<file path="src/rtl/fetch_pkg.sv">
// Shared types and constants for the instruction-fetch sequencer.
// The FSM state enum is also carried on the interface for debug visibility.
package fetch_pkg;

    typedef enum logic [1:0] {
        RUN   = 2'd0,
        STOP  = 2'd1,
        HALT  = 2'd2,
        FAULT = 2'd3
    } fetch_state_e;

    localparam logic [31:0] RESET_PC   = 32'h0000_0000;
    localparam int unsigned IMEM_BYTES = 128;
    localparam logic [31:0] HALT_WORD  = 32'h0000_0000;

    // A fetch address is usable only if word-aligned and the whole word fits in memory.
    function automatic logic pc_legal(input logic [31:0] pc, input logic [31:0] imem_bytes);
        return (pc[1:0] == 2'b00) && (pc <= imem_bytes - 32'd4);
    endfunction

endpackage

</file>
<file path="src/rtl/fetch_ctrl_if.sv">
// Bus between the fetch sequencer, instruction memory, branch unit and decode.
// Handshake: an entry transfers on every cycle where out_valid && out_ready; out_* stay stable while out_valid && !out_ready.
interface fetch_ctrl_if;
    import fetch_pkg::*;

    logic [31:0]  imem_addr;
    logic [31:0]  imem_rdata;
    logic         redirect_valid;
    logic [31:0]  redirect_pc;
    logic         out_valid;
    logic         out_ready;
    logic [31:0]  out_pc;
    logic [31:0]  out_instr;
    logic         halted;
    logic         fault;
    fetch_state_e state;

    modport master (
        output imem_addr, out_valid, out_pc, out_instr, halted, fault, state,
        input  imem_rdata, redirect_valid, redirect_pc, out_ready
    );

    modport slave (
        input  imem_addr, out_valid, out_pc, out_instr, halted, fault, state,
        output imem_rdata, redirect_valid, redirect_pc, out_ready
    );

endinterface

</file>
<file path="src/rtl/fetch_fifo.sv">
// Two-entry synchronous FIFO of {pc, instr} pairs; flush wins over push and pop.
module fetch_fifo #(
    parameter int W = 64
) (
    input  logic         clk,
    input  logic         rst,
    input  logic         push,
    input  logic         pop,
    input  logic         flush,
    input  logic [W-1:0] push_data,
    output logic [W-1:0] head,
    output logic         full,
    output logic         empty,
    output logic [1:0]   count
);

    logic [W-1:0] mem [2];
    logic         wr_ptr;
    logic         rd_ptr;
    logic [1:0]   count_q;

    always_ff @(posedge clk) begin
        if (rst) begin
            mem[0]  <= '0;
            mem[1]  <= '0;
            wr_ptr  <= 1'b0;
            rd_ptr  <= 1'b0;
            count_q <= 2'd0;
        end else if (flush) begin
            wr_ptr  <= 1'b0;
            rd_ptr  <= 1'b0;
            count_q <= 2'd0;
        end else begin
            if (push) begin
                mem[wr_ptr] <= push_data;
                wr_ptr      <= ~wr_ptr;
            end
            if (pop) begin
                rd_ptr <= ~rd_ptr;
            end
            count_q <= count_q + {1'b0, push} - {1'b0, pop};
        end
    end

    assign head  = mem[rd_ptr];
    assign count = count_q;
    assign full  = (count_q == 2'd2);
    assign empty = (count_q == 2'd0);

endmodule

</file>
<file path="src/rtl/fetch_ctrl.sv">
// Instruction-fetch sequencer: owns the PC, reads imem combinationally and queues
// {pc, instr} pairs towards decode, with redirect, halt-word stop and fault detection.
module fetch_ctrl #(
    parameter logic [31:0] RESET_PC   = fetch_pkg::RESET_PC,
    parameter int unsigned IMEM_BYTES = fetch_pkg::IMEM_BYTES,
    parameter logic [31:0] HALT_WORD  = fetch_pkg::HALT_WORD
) (
    input  logic          clk,
    input  logic          rst,
    fetch_ctrl_if.master  bus
);
    import fetch_pkg::*;

    localparam logic [31:0] IMEM_SIZE = 32'(IMEM_BYTES);

    fetch_state_e state_q, state_d;
    logic [31:0]  pc_q, pc_d;
    logic         push, pop, flush;
    logic         full, empty;
    logic [1:0]   count;
    logic [63:0]  head;
    logic         pc_ok, tgt_ok, is_halt;

    always_ff @(posedge clk) begin
        if (rst) begin
            state_q <= RUN;
            pc_q    <= RESET_PC;
        end else begin
            state_q <= state_d;
            pc_q    <= pc_d;
        end
    end

    always_comb begin
        state_d = state_q;
        pc_d    = pc_q;
        push    = 1'b0;
        flush   = 1'b0;
        pc_ok   = pc_legal(pc_q, IMEM_SIZE);
        tgt_ok  = pc_legal(bus.redirect_pc, IMEM_SIZE);
        is_halt = (bus.imem_rdata == HALT_WORD);
        pop     = !empty && (state_q != FAULT) && bus.out_ready;

        if (state_q != FAULT && bus.redirect_valid) begin
            // Redirect outranks everything else and discards whatever was queued.
            flush = 1'b1;
            if (tgt_ok) begin
                pc_d    = bus.redirect_pc;
                state_d = RUN;
            end else begin
                state_d = FAULT;
            end
        end else begin
            unique case (state_q)
                RUN: begin
                    if (!pc_ok) begin
                        state_d = FAULT;
                        flush   = 1'b1;
                    end else if (is_halt) begin
                        state_d = STOP;
                    end else if (!full || pop) begin
                        push = 1'b1;
                        pc_d = pc_q + 32'd4;
                    end
                end
                STOP: begin
                    if (empty) state_d = HALT;
                end
                HALT:    state_d = HALT;
                FAULT:   state_d = FAULT;
                default: state_d = FAULT;
            endcase
        end
    end

    fetch_fifo #(.W(64)) u_fifo (
        .clk       (clk),
        .rst       (rst),
        .push      (push),
        .pop       (pop),
        .flush     (flush),
        .push_data ({pc_q, bus.imem_rdata}),
        .head      (head),
        .full      (full),
        .empty     (empty),
        .count     (count)
    );

    assign bus.imem_addr = pc_q;
    assign bus.out_valid = !empty && (state_q != FAULT);
    assign bus.out_pc    = head[63:32];
    assign bus.out_instr = head[31:0];
    assign bus.halted    = (state_q == HALT);
    assign bus.fault     = (state_q == FAULT);
    assign bus.state     = state_q;

endmodule

</file>
<file path="src/flat_wrapper.sv">
// flat-port wrapper written by rule: the top's interface ports become plain ports
module fetch_ctrl_flat import fetch_pkg::*;
#(
    parameter logic [31:0] RESET_PC   = fetch_pkg::RESET_PC,
    parameter int unsigned IMEM_BYTES = fetch_pkg::IMEM_BYTES,
    parameter logic [31:0] HALT_WORD  = fetch_pkg::HALT_WORD
)
  (clk, rst, bus_imem_addr, bus_out_valid, bus_out_pc, bus_out_instr, bus_halted, bus_fault, bus_state, bus_imem_rdata, bus_redirect_valid, bus_redirect_pc, bus_out_ready);
  fetch_ctrl_if bus_i ();
  input  logic clk;
  input  logic rst;
  output wire logic [$bits(bus_i.imem_addr)-1:0] bus_imem_addr;
  output wire logic [$bits(bus_i.out_valid)-1:0] bus_out_valid;
  output wire logic [$bits(bus_i.out_pc)-1:0] bus_out_pc;
  output wire logic [$bits(bus_i.out_instr)-1:0] bus_out_instr;
  output wire logic [$bits(bus_i.halted)-1:0] bus_halted;
  output wire logic [$bits(bus_i.fault)-1:0] bus_fault;
  output wire logic [$bits(bus_i.state)-1:0] bus_state;
  input wire logic [$bits(bus_i.imem_rdata)-1:0] bus_imem_rdata;
  input wire logic [$bits(bus_i.redirect_valid)-1:0] bus_redirect_valid;
  input wire logic [$bits(bus_i.redirect_pc)-1:0] bus_redirect_pc;
  input wire logic [$bits(bus_i.out_ready)-1:0] bus_out_ready;
  assign bus_imem_addr = bus_i.imem_addr;
  assign bus_out_valid = bus_i.out_valid;
  assign bus_out_pc = bus_i.out_pc;
  assign bus_out_instr = bus_i.out_instr;
  assign bus_halted = bus_i.halted;
  assign bus_fault = bus_i.fault;
  assign bus_state = bus_i.state;
  assign bus_i.imem_rdata = bus_imem_rdata;
  assign bus_i.redirect_valid = bus_redirect_valid;
  assign bus_i.redirect_pc = bus_redirect_pc;
  assign bus_i.out_ready = bus_out_ready;
  fetch_ctrl #(.RESET_PC(RESET_PC), .IMEM_BYTES(IMEM_BYTES), .HALT_WORD(HALT_WORD)) u_core (.clk(clk), .rst(rst), .bus(bus_i));
endmodule
</file>
<file path="config.mk">
export PLATFORM = sky130hd
export DESIGN_NAME = fetch_ctrl_flat
export DESIGN_NICKNAME = d
export VERILOG_FILES = /design/src/rtl/fetch_pkg.sv /design/src/rtl/fetch_ctrl_if.sv /design/src/rtl/fetch_fifo.sv /design/src/rtl/fetch_ctrl.sv /design/src/flat_wrapper.sv
export SDC_FILE = /design/constraint.sdc
export NUM_CORES = 1
export LEC_CHECK = 0
export ABC_AREA = 1
export BUFFER_PORTS_ARGS = -buffer_cell sky130_fd_sc_hd__buf_4
export CORE_AREA = 2 2 101 151
export DETAILED_ROUTE_END_ITERATION = 12
export DIE_AREA = 0 0 103 153
export HOLD_SLACK_MARGIN = 0.15
export PLACE_DENSITY_LB_ADDON = 0.08
export SKIP_LAST_GASP = 1
export SYNTH_ARGS = -nofsm -noshare
export SYNTH_HDL_FRONTEND = slang
export SYNTH_HIERARCHICAL = 1
export SYNTH_SLANG_ARGS = --single-unit
</file>
<file path="constraint.sdc">
create_clock -name clk -period 4.9 [get_ports clk]
set_input_delay 0.98 -clock clk [delete_from_list [all_inputs] [get_ports clk]]
set_output_delay 0.98 -clock clk [all_outputs]
set_load 0.05 [all_outputs]
</file>
Word level (Yosys, flattened, before mapping)
Memories as Yosys holds them, arrays and structs flattened. A register that Yosys moved wholly into a read port is not among the register bits.
Cells that the tools add are included.
- register bits after elaboration: 38
- memory bits (writable): 128
- output and inout port bits: 101
- logic and storage cells: 73
- memories kept: 1
- memories (name ; words ; width ; read ports ; clocked after Yosys merged registers in ; wr ports ; line ; RTL):
    u_core.u_fifo.mem ; 2 ; 64 ; 1 ; 1 ; 2 ; fetch_fifo.sv:17 ; logic [W-1:0] mem [2];
- $add $sub $neg: 3
- magnitude comparators: 2
- equality and inequality tests: 9
- mux-type cells: 31
- bitwise operators: 2
- reductions and logical operators: 20
- operators by type and width (kind ; number):
    $mux W32 ; 6
    $le A32 B7 Y1 const B ; 2
    $mux W64 ; 1
    $reduce_or A64 Y1 ; 1
    $add A32 B3 Y32 const B ; 1
    $logic_not A32 Y1 ; 1
    $mux W1 ; 18
    $mux W2 ; 5
    $logic_not A2 Y1 ; 4
    $pmux W2 S4 ; 1
    $eq A2 B2 Y1 const B ; 3
    $reduce_bool A2 Y1 ; 3
    $logic_and A1 B1 Y1 ; 5
    $reduce_and A5 Y1 ; 1
    $ne A2 B2 Y1 const B ; 2
    $ne A4 B4 Y1 const B ; 1
    $ne A3 B1 Y1 const B ; 1
    $add A2 B1 Y2 ; 1
    $eq A2 B1 Y1 const B ; 1
    $logic_not A1 Y1 ; 2
    $ne A2 B1 Y1 const B ; 1
    $not A1 Y1 ; 2
    $reduce_and A2 Y1 ; 1
    $reduce_or A2 Y1 ; 1
    other kinds (2) ; 2

Longest topological paths before layout
- depth in word-level cells: 16
- mapped depth: 14

Hierarchy
Netlist, hierarchy kept.
- modules (own cells, without submodules) (module ; instances ; cells each ; area an instance (µm²) ; sequential area each (µm²)):
    fetch_fifo ; 1 ; 440 ; 5788.1 ; 3943.8
    fetch_ctrl ; 1 ; 290 ; 1864.3 ; 680.7

Least setup slack after synthesis
No wires, ideal clock.
- kind: register to register
- start point: register u_core.state_q[0], in the netlist u_core/bus.state[0]
- end point: memory u_core.u_fifo.mem[0][0], enable pin
- setup time: 424 ps
- data arrival time: 4016 ps
- path slack: 460 ps
- stages on the path, launching flop included: 15
- buffers on the path: 2
- path through: dfxtp_1 > ha_1 > nor2_2 > nand2_2 > a21oi_2 > inv_1 > nor2_2 > nand2_2 > inv_1 > inv_1 > nor2_1 > nand2_1 > buf_4 > buf_6 > nand2_1
- RTL lines (item ; line ; RTL):
    from (decl) ; fetch_ctrl.sv:16 ; fetch_state_e state_q, state_d;
    from (signal assigned) ; fetch_ctrl.sv:29 ; state_q <= state_d;
    to (decl) ; fetch_fifo.sv:17 ;

==> metrics <==
status=finished, final reports clean; R2R depth=11; Ys Warns=6; Fmax=0.334 GHz; syn_nets=806; Fin. Hold Viols=0; CTS Root Cell=clkbuf_16; CTS Buf Count=17; ys async rst share=0; I/O Buffers=168; CP Cell Sequence=mux2_2 -> buf_4; CP required=3.92 ns; sequential area share after synthesis=0.604; largest net degree at the start of global routing=66; vias in the first global route=5,420; reg2reg end=u_core/u_fifo/mem[0][42]; Finished Layout Cells=1,100; crit path time final=2.99 ns; die outline height=153 um; final WL=16,600 um; FF-to-FF Start=u_core/bus.state[0]; Setup Skew=0.0127 ns; adder-cell share of the synthesized area=0.0131; post_cts resized=0; WL per Instance=15.0 um; Hold Buf Count CTS=0; worst stage delay on the critical path=0.93 ns; hpwl dp=10,700 um; nets@finish=967; Power, Total=3.91 mW; Filler cells=1,201; largest family of logic cells by synthesized area=simple AND/OR/NAND/NOR gates; Netlist cell types=34; Total GRT Usage=0.214; Startpoint Class=flip-flop; CTS Buffer Depth=2; Arrival @ worst endpoint=2.01 ns; Setup Buffers After CTS=0; TNS Setup=0 ns; peak supply drop=0.245 mV; flop-to-flop setup slack=1.94 ns; Max-Cap Viols=0; via count=5,374; Cell Area, Synth=7650 um^2; Seq cells post-synth=167; htree depth=4; Cells after DPL=1,068; Area Growth Syn to Fin=24.7%; GR Overflow Total=0; Post-synth EDFFs=128; Initial Utilization=0.529; simple-gate portion of the synthesized area=0.197; layout cell share with drive strength beyond 1=0.350; die footprint=15,800 um^2; ys flop type=edfxtp_1; final-report max-slew violation count=0; Cell Rows=54; Slew HR=0.360; crit end category=primary output; Final Setup Violations=0; kind of critical path=flip-flop to primary output; XOR/XNOR share of the synthesized area=0.00229; RSZ-0062 raised after global routing=false; Vias per Instance=4.89; cell leakage power=4.09 nW; gpl congestion=0.886; Power per Cell Area=410 nW/um^2; Die X-Extent=103 um; Mapped Cells=730; Clock Latency Late Sink=0.42 ns; period utilization=0.611; hold_sp=u_core/bus.imem_addr[30]; clock slew at reported path FFs=0.07 ns; Antenna Cells=0; worst hold slack=0.480 ns; First DRT Iteration DRCs=223; initial antenna violation count=0; mux cell area share after synthesis=0.0955; first-pass GRT wire length=26,100 um; CTS tree=built; Critical-path top delay cell=dfxtp_4; Final ANT Viol Nets=0; Top Ports=169; # clock sinks=167; Initial DRT Pass Iterations=6; type of the worst min-delay path=flip-flop to flip-flop; Synth Area in Compound Gates=0.00850; core footprint=14,500 um^2; average instance area after synthesis=10.5 um^2; DR DRC count=0; Hold Crit Endpoint=u_core/bus.imem_addr[30]; worst-path maximum fanout=64; hold path depth=2; worst-margin pin slew=0.960 ns
[cell type report]
class / count / area (um^2) / area share
clock buffers: 19 / 433 / 0.0454
clock inverters: 13 / 139 / 0.0146
inverters: 98 / 370 / 0.0388
multi-input cells: 437 / 2450 / 0.257
flip-flops and latches: 167 / 4630 / 0.485
well taps: 196 / 245 / 0.0257
repair buffers: 170 / 1280 / 0.134
[worst max-delay path by stage]
stage | from | endpoint | slack, ns | cells past startpoint
global route | u_core/bus.state[0] | u_core/u_fifo/mem[0][60] | 1.71 | 11
global placement | bus_redirect_valid | u_core/u_fifo/mem[0][58] | 1.62 | 10
floorplan | u_core/bus.state[0] | u_core/u_fifo/mem[0][0] | 0.46 | 14
CTS | flip-flop | bus_out_pc[0] | 1.86 | 2
finish | flip-flop | bus_out_instr[26] | 1.91 | 2
detailed placement | bus_imem_rdata[27] | u_core/u_fifo/mem[0][35] | 1.58 | 14
[cells in the final DEF (no fill, tap or decap), drive strengths merged, types with 2 or more instances in the layout]
cell	n
buf	170
and3	3
nand2	82
nand3b	2
ha	8
nand3	15
o21ai	6
inv	106
nor3	4
a21oi	5
nor2	235
dfxtp	39
clkbuf	19
mux2	64
nand4	5
clkinv	4
edfxtp	128
[sequential cells by signal (all words and copies together), names as in the netlist, named ones only]
name and count:
u_core/u_fifo/mem 128, u_core/u_fifo/count 2, u_core/bus.imem_addr 32, u_core/bus.state 2, u_core/u_fifo/rd_ptr 1, u_core/u_fifo/wr_ptr 1
[through the flow]
step	area, um^2	util	setup slack, ns
6_report	9540	0.660	1.91
2_1_floorplan	7650	-	0.460
3_5_place_dp	8970	0.621	1.58
4_1_cts	9540	0.660	1.86
5_1_grt	9540	0.660	1.71
3_3_place_gp	8970	0.621	1.62
[per-layer routing]
metal	track usage	wire length, um
met5	0	0
met4	0.0683	249
met3	0.0535	992
met2	0.388	8970
met1	0.242	6350
[synthesized netlist by cell type (6+ instances only)]
| cell type | number | area [um^2] |
|---|---|---|
| nor2_1 | 201 | 754 |
| ha_1 | 8 | 100 |
| buf_6 | 12 | 135 |
| buf_4 | 9 | 67.6 |
| inv_1 | 95 | 357 |
| nor2_2 | 32 | 200 |
| dfxtp_1 | 39 | 781 |
| o21ai_0 | 6 | 30.0 |
| mux2_2 | 64 | 721 |
| edfxtp_1 | 128 | 3840 |
| nand3_1 | 12 | 60.1 |
| nand2_1 | 76 | 285 |
[worst max-delay path, delay by kind of cell, from the launching register on]
kind | cells | cell delay (ns)
buf+inv | 1 | 0.19
flops | 1 | 0.93
mux | 1 | 0.43
[logic make-up (layout without fill, tap and decap cells)]
family	count (synthesis)	count (layout)
compound gates	12	12
xor+xnor	2	2
fa+ha+maj	8	8
buf+inv	126	300
flops	167	167
mux	65	65
simple gates	350	350
[where the power goes]
part	switching, mW	internal, mW	total [mW]	leakage [nW]
Sequential	0.0673	1.63	1.70	1.64
Clock	0.569	0.720	1.29	0.283
Combinational	0.632	0.293	0.925	2.16
Total	1.27	2.64	3.91	4.09
Power figures use the tool's default switching activity.
